===== config.mk =====
export PLATFORM = sky130hd
export DESIGN_NAME = dt_phase_sequencer_flat
export DESIGN_NICKNAME = d
export VERILOG_FILES = /design/src/rtl/dt_phase_sequencer_if.sv /design/src/rtl/dt_phase_sequencer.sv /design/src/flat_wrapper.sv
export SDC_FILE = /design/constraint.sdc
export NUM_CORES = 1
export LEC_CHECK = 0
export ABC_CLOCK_PERIOD_IN_PS = 2400
export CORE_UTILIZATION = 42
export CTS_BUF_LIST = sky130_fd_sc_hd__clkbuf_2
export DETAILED_ROUTE_END_ITERATION = 12
export PLACE_DENSITY_LB_ADDON = 0.15
export SLEW_MARGIN = 5
export SYNTH_ARGS = -nofsm -noshare
export SYNTH_HDL_FRONTEND = slang
export SYNTH_SLANG_ARGS = --single-unit

===== constraint.sdc =====
create_clock -name clk -period 2.4 [get_ports clk]
set_clock_uncertainty 0.2 [all_clocks]
set_input_delay 0.36 -clock clk [delete_from_list [all_inputs] [get_ports clk]]
set_output_delay 0.36 -clock clk [all_outputs]
set_load 0.02 [all_outputs]

===== src/rtl/dt_phase_sequencer_if.sv =====
// dt_phase_sequencer_if: phase-engine handshake and sti/res memory port bundle.
// The sequencer is the master; engines and memories sit on the slave side.
interface dt_phase_sequencer_if #(
    parameter int TO_W = 20
);
    logic            start;
    logic [2:0]      ph_start;
    logic [2:0]      ph_done;
    logic            init_sti_rd;
    logic [9:0]      init_sti_addr;
    logic [2:0]      ph_res_wr;
    logic [2:0]      ph_res_rd;
    logic [41:0]     ph_res_addr;
    logic [23:0]     ph_res_do;
    logic            sti_rd;
    logic [9:0]      sti_addr;
    logic            res_wr;
    logic            res_rd;
    logic [13:0]     res_addr;
    logic [7:0]      res_do;
    logic            busy;
    logic            done;
    logic            err;
    logic [1:0]      err_phase;
    logic [TO_W-1:0] phase_cycles;

    modport master (
        input  start, ph_done, init_sti_rd, init_sti_addr,
               ph_res_wr, ph_res_rd, ph_res_addr, ph_res_do,
        output ph_start, sti_rd, sti_addr, res_wr, res_rd, res_addr, res_do,
               busy, done, err, err_phase, phase_cycles
    );

    modport slave (
        output start, ph_done, init_sti_rd, init_sti_addr,
               ph_res_wr, ph_res_rd, ph_res_addr, ph_res_do,
        input  ph_start, sti_rd, sti_addr, res_wr, res_rd, res_addr, res_do,
               busy, done, err, err_phase, phase_cycles
    );
endinterface


===== src/rtl/dt_phase_sequencer.sv =====
// dt_phase_sequencer: runs the init/forward/backward DT phases in turn with a
// per-phase watchdog, and grants the sti ROM and res RAM ports to the active phase.
module dt_phase_sequencer #(
    parameter int TO_W    = 20,
    parameter int TIMEOUT = 100000
) (
    input  logic                  clk,
    input  logic                  rst,
    dt_phase_sequencer_if.master  bus
);
    typedef enum logic [2:0] {IDLE, RUN0, RUN1, RUN2, DONE, ERR} state_t;

    localparam logic [TO_W-1:0] LIMIT = TO_W'(TIMEOUT - 1);

    state_t          state_q, state_d;
    logic [TO_W-1:0] timer_q, timer_d;
    logic [TO_W-1:0] cycles_q, cycles_d;
    logic [1:0]      err_phase_q, err_phase_d;
    logic [1:0]      k;
    logic            run;
    logic            k_done;

    always_ff @(posedge clk) begin
        if (rst) begin
            state_q     <= IDLE;
            timer_q     <= '0;
            cycles_q    <= '0;
            err_phase_q <= '0;
        end else begin
            state_q     <= state_d;
            timer_q     <= timer_d;
            cycles_q    <= cycles_d;
            err_phase_q <= err_phase_d;
        end
    end

    // Completion is checked before the watchdog so a done on the last allowed cycle wins.
    always_comb begin
        run         = state_q inside {RUN0, RUN1, RUN2};
        k           = state_q == RUN1 ? 2'd1 : state_q == RUN2 ? 2'd2 : 2'd0;
        k_done      = run && bus.ph_done[k];
        state_d     = state_q;
        timer_d     = timer_q;
        cycles_d    = cycles_q;
        err_phase_d = err_phase_q;
        if (run) begin
            if (k_done) begin
                state_d  = state_q == RUN0 ? RUN1 : state_q == RUN1 ? RUN2 : DONE;
                cycles_d = timer_q + 1'b1;
                timer_d  = '0;
            end else if (timer_q == LIMIT) begin
                state_d     = ERR;
                err_phase_d = k;
            end else begin
                timer_d = timer_q + 1'b1;
            end
        end else if (bus.start) begin
            state_d = RUN0;
            timer_d = '0;
        end
    end

    // Timer is zero only in the first cycle of a phase, which marks the start pulse.
    assign bus.ph_start     = (run && timer_q == '0) ? 3'b001 << k : 3'b000;
    assign bus.sti_rd       = state_q == RUN0 && bus.init_sti_rd;
    assign bus.sti_addr     = state_q == RUN0 ? bus.init_sti_addr : '0;
    assign bus.res_wr       = run && bus.ph_res_wr[k];
    assign bus.res_rd       = run && bus.ph_res_rd[k];
    assign bus.res_addr     = run ? bus.ph_res_addr[14*k +: 14] : '0;
    assign bus.res_do       = run ? bus.ph_res_do[8*k +: 8] : '0;
    assign bus.busy         = run;
    assign bus.done         = state_q == DONE;
    assign bus.err          = state_q == ERR;
    assign bus.err_phase    = err_phase_q;
    assign bus.phase_cycles = cycles_q;
endmodule

===== src/flat_wrapper.sv =====
// flat-port wrapper written by rule: the top's interface ports become plain ports
module dt_phase_sequencer_flat 
#(
    parameter int TO_W    = 20,
    parameter int TIMEOUT = 100000
)
  (clk, rst, bus_start, bus_ph_done, bus_init_sti_rd, bus_init_sti_addr, bus_ph_res_wr, bus_ph_res_rd, bus_ph_res_addr, bus_ph_res_do, bus_ph_start, bus_sti_rd, bus_sti_addr, bus_res_wr, bus_res_rd, bus_res_addr, bus_res_do, bus_busy, bus_done, bus_err, bus_err_phase, bus_phase_cycles);
  dt_phase_sequencer_if #(.TO_W(TO_W)) bus_i ();
  input  logic clk;
  input  logic rst;
  input wire logic [$bits(bus_i.start)-1:0] bus_start;
  input wire logic [$bits(bus_i.ph_done)-1:0] bus_ph_done;
  input wire logic [$bits(bus_i.init_sti_rd)-1:0] bus_init_sti_rd;
  input wire logic [$bits(bus_i.init_sti_addr)-1:0] bus_init_sti_addr;
  input wire logic [$bits(bus_i.ph_res_wr)-1:0] bus_ph_res_wr;
  input wire logic [$bits(bus_i.ph_res_rd)-1:0] bus_ph_res_rd;
  input wire logic [$bits(bus_i.ph_res_addr)-1:0] bus_ph_res_addr;
  input wire logic [$bits(bus_i.ph_res_do)-1:0] bus_ph_res_do;
  output wire logic [$bits(bus_i.ph_start)-1:0] bus_ph_start;
  output wire logic [$bits(bus_i.sti_rd)-1:0] bus_sti_rd;
  output wire logic [$bits(bus_i.sti_addr)-1:0] bus_sti_addr;
  output wire logic [$bits(bus_i.res_wr)-1:0] bus_res_wr;
  output wire logic [$bits(bus_i.res_rd)-1:0] bus_res_rd;
  output wire logic [$bits(bus_i.res_addr)-1:0] bus_res_addr;
  output wire logic [$bits(bus_i.res_do)-1:0] bus_res_do;
  output wire logic [$bits(bus_i.busy)-1:0] bus_busy;
  output wire logic [$bits(bus_i.done)-1:0] bus_done;
  output wire logic [$bits(bus_i.err)-1:0] bus_err;
  output wire logic [$bits(bus_i.err_phase)-1:0] bus_err_phase;
  output wire logic [$bits(bus_i.phase_cycles)-1:0] bus_phase_cycles;
  assign bus_i.start = bus_start;
  assign bus_i.ph_done = bus_ph_done;
  assign bus_i.init_sti_rd = bus_init_sti_rd;
  assign bus_i.init_sti_addr = bus_init_sti_addr;
  assign bus_i.ph_res_wr = bus_ph_res_wr;
  assign bus_i.ph_res_rd = bus_ph_res_rd;
  assign bus_i.ph_res_addr = bus_ph_res_addr;
  assign bus_i.ph_res_do = bus_ph_res_do;
  assign bus_ph_start = bus_i.ph_start;
  assign bus_sti_rd = bus_i.sti_rd;
  assign bus_sti_addr = bus_i.sti_addr;
  assign bus_res_wr = bus_i.res_wr;
  assign bus_res_rd = bus_i.res_rd;
  assign bus_res_addr = bus_i.res_addr;
  assign bus_res_do = bus_i.res_do;
  assign bus_busy = bus_i.busy;
  assign bus_done = bus_i.done;
  assign bus_err = bus_i.err;
  assign bus_err_phase = bus_i.err_phase;
  assign bus_phase_cycles = bus_i.phase_cycles;
  dt_phase_sequencer #(.TO_W(TO_W), .TIMEOUT(TIMEOUT)) u_core (.clk(clk), .rst(rst), .bus(bus_i));
endmodule

### Yosys cells after proc, flatten, opt, wreduce, memory -nomap -nowiden

Index checks and enable logic that the tools add are counted.

| cells by class | value |
|---|---|
| multiplexer cells | 22 |
| $add $sub $neg | 1 |
| bitwise logic cells | 1 |
| equal/unequal tests | 8 |
| reduce and logical (&&, ||, !) cells | 12 |
| $lt $le $gt $ge | 1 |
| shifts and indexed selects | 3 |
| multiply operators | 1 |

Operator list:

| operator | count |
|---|---|
| $mux W20 | 4 |
| $shiftx A42 B7 Y14 | 1 |
| $shiftx A24 B6 Y8 | 1 |
| $mux W3 | 7 |
| $add A20 B1 Y20 const B | 1 |
| $eq A20 B17 Y1 const B | 1 |
| $logic_not A20 Y1 | 1 |
| $mux W14 | 1 |
| $mux W10 | 1 |
| $mux W8 | 1 |
| $bmux W1 S2 | 3 |
| $eq A3 B2 Y1 const B | 2 |
| $eq A3 B3 Y1 const B | 2 |
| $ne A3 B3 Y1 const B | 2 |
| $reduce_and A2 Y1 | 3 |
| $logic_and A1 B1 Y1 | 5 |
| $mul A3 B2 Y5 const A | 1 |
| $mux W2 | 2 |
| $eq A3 B1 Y1 const B | 1 |
| $lt A2 B3 Y1 const B | 1 |
| $mux W1 | 3 |
| $reduce_and A3 Y1 | 1 |
| $reduce_bool A3 Y1 | 1 |
| $shl A1 B2 Y3 const A | 1 |
| 2 further kinds | 2 |

| storage, ports and cells | value |
|---|---|
| bits in registers | 45 |
| bits of input ports | 89 |

### Depth between registers and ports, before layout

| logic depth | value |
|---|---|
| depth in word-level cells | 8 |
| depth in mapped cells | 8 |

### Least setup slack after synthesis

No wires, ideal clock.

| path | value |
|---|---|
| path type | reg2out |
| from | register u_core.state_q[0] |
| to | output bus_res_addr[0] |
| stages on the path, launching flop included | 8 |
| arrival | 1.613 ns |
| slack | 0.227 ns |
| cell sequence | dfxtp_1 -> buf_4 -> buf_2 -> inv_1 -> nor2_1 -> buf_2 -> a22oi_1 -> nor2_1 |

| on the way | value |
|---|---|
| word-level cells in the longest chain between the ends | 6 |
| elaborated cells between the ends (all ways) | 9 |
| those cells by class | 1 x mul; 3 x eq/ne; 1 x shift; 3 x mux; 1 x reduce/logical |

RTL lines:

| item | line | text |
|---|---|---|
| start, declared | dt_phase_sequencer.sv:15 | `state_t state_q, state_d;` |
| start signal, assigned | dt_phase_sequencer.sv:30 | `state_q <= state_d;` |
| $eq A3 B2 Y1 | dt_phase_sequencer.sv:39, dt_phase_sequencer.sv:40 |  |
| $mux W2 (2 in a row) | dt_phase_sequencer.sv:40 | `k = state_q == RUN1 ? 2'd1 : state_q == RUN2 ? 2'd2 : 2'd0;` |
| $mul A3 B2 Y5 | dt_phase_sequencer.sv:69 | `assign bus.res_addr = run ? bus.ph_res_addr[14*k +: 14] : '0;` |
| $shiftx A42 B7 Y14 | dt_phase_sequencer.sv:69 |  |
| $mux W14 * | dt_phase_sequencer.sv:69 |  |
| end, declared | flat_wrapper.sv:24 | `output wire logic [$bits(bus_i.res_addr)-1:0] bus_res_addr;` |

Mark *: on every way between the ends. The rest lies on a longest branch, timed or not.

### Final worst setup path

| path | value |
|---|---|
| from | register u_core.timer_q[5] |
| to | output bus_ph_start[0] |

| on the way | value |
|---|---|
| word-level cells in the longest chain between the ends | 3 |

RTL lines:

| item | line | text |
|---|---|---|
| start, declared | dt_phase_sequencer.sv:16 | `logic [TO_W-1:0] timer_q, timer_d;` |
| start signal, assigned | dt_phase_sequencer.sv:31 | `timer_q <= timer_d;` |
| $logic_not A20 Y1 | dt_phase_sequencer.sv:64 | `assign bus.ph_start = (run && timer_q == '0) ? 3'b001 << k : 3'b000;` |
| $logic_and A1 B1 Y1 | dt_phase_sequencer.sv:64 |  |
| $mux W3 | dt_phase_sequencer.sv:64 |  |
| end, declared | flat_wrapper.sv:19 | `output wire logic [$bits(bus_i.ph_start)-1:0] bus_ph_start;` |

No other way between the ends.

==> results.sh <==
export IMPL_htree_levels=2
export IMPL_ys_seq_area_frac=0.290
export IMPL_crit_required_ns=1.84
export IMPL_maxSlewViolCount=0
export IMPL_leakage_nw=2.04
export IMPL_root_buffer="clkbuf_2"
export IMPL_violations="negative setup slack"
export IMPL_synth_cell_types=55
export IMPL_dr_pass1_iters=5
export IMPL_fin_cells=667
export IMPL_rows=30
export IMPL_drtIter0Drc=165
export IMPL_drv_cap=0
export IMPL_place_congestion=0.891
export IMPL_max_slew_margin_rel=0.664
export IMPL_synth_edf_count=0
export IMPL_synth_net_count=475
export IMPL_synth_top_area_cell="dfxtp_1"
export IMPL_vias=3710
export IMPL_yosysTopAreaCellShare=0.290
export IMPL_num_io_pins=152
export IMPL_cts_buffer_depth=2
export IMPL_syn_inst=384
export IMPL_wire_per_inst_um=17.9
export IMPL_hold_viol=0
export IMPL_insertion_delay_ns=0.45
export IMPL_area_growth_pct=68.1
export IMPL_ys_seq_elements=45
export IMPL_max_freq_mhz=387
export IMPL_drc=0
export IMPL_overflow=0
export IMPL_status="finished with violations"
export IMPL_p_per_area_mw_per_mm2=532
export IMPL_holdBufCountCts=0
export IMPL_grt_pass1_vias=3396
export IMPL_dp_cells=641
export IMPL_async_reset_ff_frac=0
export IMPL_endpoint_kind="output pin"
export IMPL_rsz0062_at_grt="true"
export IMPL_fp_dieH_um=88.0
export IMPL_place_area_sq_mm=0.00493
export IMPL_netlist_area_sq_mm=0.00311
export IMPL_tightest_slew_ns=0.500
export IMPL_viasPerCell=5.56
export IMPL_period_minus_slack_ns=2.59
export IMPL_die_w_um=88.0
export IMPL_design_core_area_sq_mm=0.00698
export IMPL_clk_pin_slew_ns=0.26
export IMPL_cts_made_buffers=5
export IMPL_grt_use_total=0.271
export IMPL_dp_hpwl_um=8580
export IMPL_startpoint_type="flop"
export IMPL_seqCellArea_sq_um=915
export IMPL_critPathKind="flop to output pin"
export IMPL_yosys_most_used_dff="dfxtp_1"
export IMPL_multi_input_area_sq_mm=0.00215
export IMPL_port_buffers=151
export IMPL_syn_area_per_cell_sq_um=8.09
export IMPL_antenna_left=0
export IMPL_post_route_period_util=1.08
export IMPL_cp_max_fo=2
export IMPL_initial_core_util=0.445
export IMPL_dieArea_sq_mm=0.00774
export IMPL_synth_warnings=0
export IMPL_cts_tree="done"
export IMPL_hold_path_class="flop to flop"
export IMPL_worst_ir_drop_vdd_mv=0.399
export IMPL_synth_top_cells_by_area="dfxtp_1, mux2_2, nor2_1"
export IMPL_clock_sinks=45
export IMPL_fill_cells=531
export IMPL_cp_arrival_ns=2.03
export IMPL_diodes=0
export IMPL_worst_slack_ns=-0.185
export IMPL_fin_nets=661
export IMPL_antenna_found_initial=0
export IMPL_drt_wl_total_um=12000
export IMPL_finalSetupViolations=6
export IMPL_grt_max_degree=30
export IMPL_grt_first_pass_wirelength_um=16300
export IMPL_drive_above_1_share=0.326
export IMPL_finish_instance_area_sq_mm=0.00522
export IMPL_dp_slack_ns=-0.0624
-- final timing paths --
check / cells past startpoint / start / slack [ns] / endpoint
setup / recovery: 7 / u_core.timer_q[5]$_SDFFE_PP0P_ / -0.19 / bus_ph_start[0]
hold / removal: 2 / u_core.bus.phase_cycles[1]$_SDFFE_PP0P_ / 0.30 / u_core.bus.phase_cycles[1]$_SDFFE_PP0P_
setup reg to reg: 10 / u_core.timer_q[5]$_SDFFE_PP0P_ / 0.06 / u_core.timer_q[16]$_SDFFE_PP0P_
hold reg to reg: 2 / u_core.bus.phase_cycles[1]$_SDFFE_PP0P_ / 0.30 / u_core.bus.phase_cycles[1]$_SDFFE_PP0P_
-- critical path, cell delays in order, from the launching register on --
cell	delay, ns
dfxtp_2	0.40
nor4_4	0.30
nand3_1	0.14
nand4b_1	0.23
buf_4	0.18
buf_6	0.11
nor2_4	0.09
buf_6	0.13
-- cells by family (layout without fill, tap and decap cells) --
logic type / after synthesis / count (layout) / synth area share
simple gates: 143 / 143 / 0.227
compound gates: 109 / 109 / 0.266
flops: 45 / 45 / 0.290
buf+inv: 43 / 230 / 0.0705
mux: 26 / 26 / 0.0939
xor+xnor: 16 / 16 / 0.0451
fa+ha+maj: 2 / 2 / 0.00806
-- registers in the layout, summed over array words and instances, names as in the netlist --
register	count
u_core.bus.err_phase	2
u_core.bus.phase_cycles	20
u_core.state_q	3
u_core.timer_q	20
-- cells in the final DEF (no fill, tap or decap), drive strengths merged, types with 14 or more instances in the layout --
cell type / netlist / layout
a22oi: 24 / 24
clkdlybuf4s50: 0 / 110
nand2: 20 / 20
mux2: 25 / 25
dfxtp: 45 / 45
a211oi: 17 / 17
and2: 14 / 14
buf: 24 / 97
nor2: 60 / 60
o21ai: 16 / 16
-- routing by layer --
| metal | track usage | routed length [um] | part of all wire | vias up |
|---|---|---|---|---|
| met3 | 0.0669 | 898 | 0.075 | 32 |
| met4 | 0.0879 | 300 | 0.025 | 0 |
| met1 | 0.308 | 4750 | 0.40 | 1731 |
| met2 | 0.493 | 6000 | 0.50 | 161 |
| li1 | - | - | - | 1786 |
| met5 | 0 | 0 | 0 | - |
-- through the flow --
step                power (W)  hold slack [ns]  setup TNS (ns)  utilization
floorplan             0.00157            0.294               0            -
global placement      0.00217            0.255         -0.0310        0.707
detailed placement    0.00219            0.268          -0.159        0.707
CTS                   0.00266            0.294          -0.209        0.739
global route          0.00290            0.311           -2.19        0.748
finish                0.00278            0.296          -0.419        0.748
-- cells in the mapped netlist (3+ instances only) --
| library cell | n |
|---|---|
| buf_6 | 4 |
| a311oi_1 | 5 |
| inv_1 | 7 |
| and2_1 | 14 |
| o31ai_1 | 4 |
| clkbuf_1 | 12 |
| nor3_1 | 7 |
| nand4_1 | 6 |
| o21ai_0 | 6 |
| a21oi_2 | 3 |
| o31ai_2 | 9 |
| buf_1 | 4 |
| xnor2_1 | 3 |
| a211oi_1 | 17 |
| a31oi_1 | 7 |
| a22oi_1 | 24 |
| nand2_1 | 20 |
| dfxtp_1 | 45 |
| nor2_1 | 59 |
| a21oi_1 | 8 |
| buf_2 | 13 |
| o311ai_0 | 3 |
| xor2_1 | 13 |
| nand3_1 | 12 |
| nand2b_1 | 3 |
| buf_4 | 3 |
| o21ai_1 | 10 |
| nor4_1 | 5 |
| mux2_2 | 25 |
-- cell type report --
| type | instances | area share |
|---|---|---|
| tap | 96 | 0.0230 |
| multi-input combinational | 296 | 0.411 |
| sequential | 45 | 0.175 |
| clock inverter | 3 | 0.00863 |
| inverter | 7 | 0.00575 |
| clock buffer | 5 | 0.00479 |
| timing repair buffer | 215 | 0.371 |
-- report_power, final --
group          switching [W]  leakage [nW]  internal [W]
combinational       0.000738          1.63      0.000740
clock               0.000274        0.0425      0.000180
sequential         0.0000374         0.369      0.000810
total                0.00105          2.04       0.00173
-- what timing repair did --
| item | in CTS | in global routing |
|---|---|---|
| setup buffers | 7 | 9 |
| gates cloned | 1 | 2 |
| pin swaps | 4 | 8 |
| resized for setup | 134 | 95 |
| endpoints found under the setup margin | 41 | 53 |
Note: power is estimated with default switching activity, not from simulation.
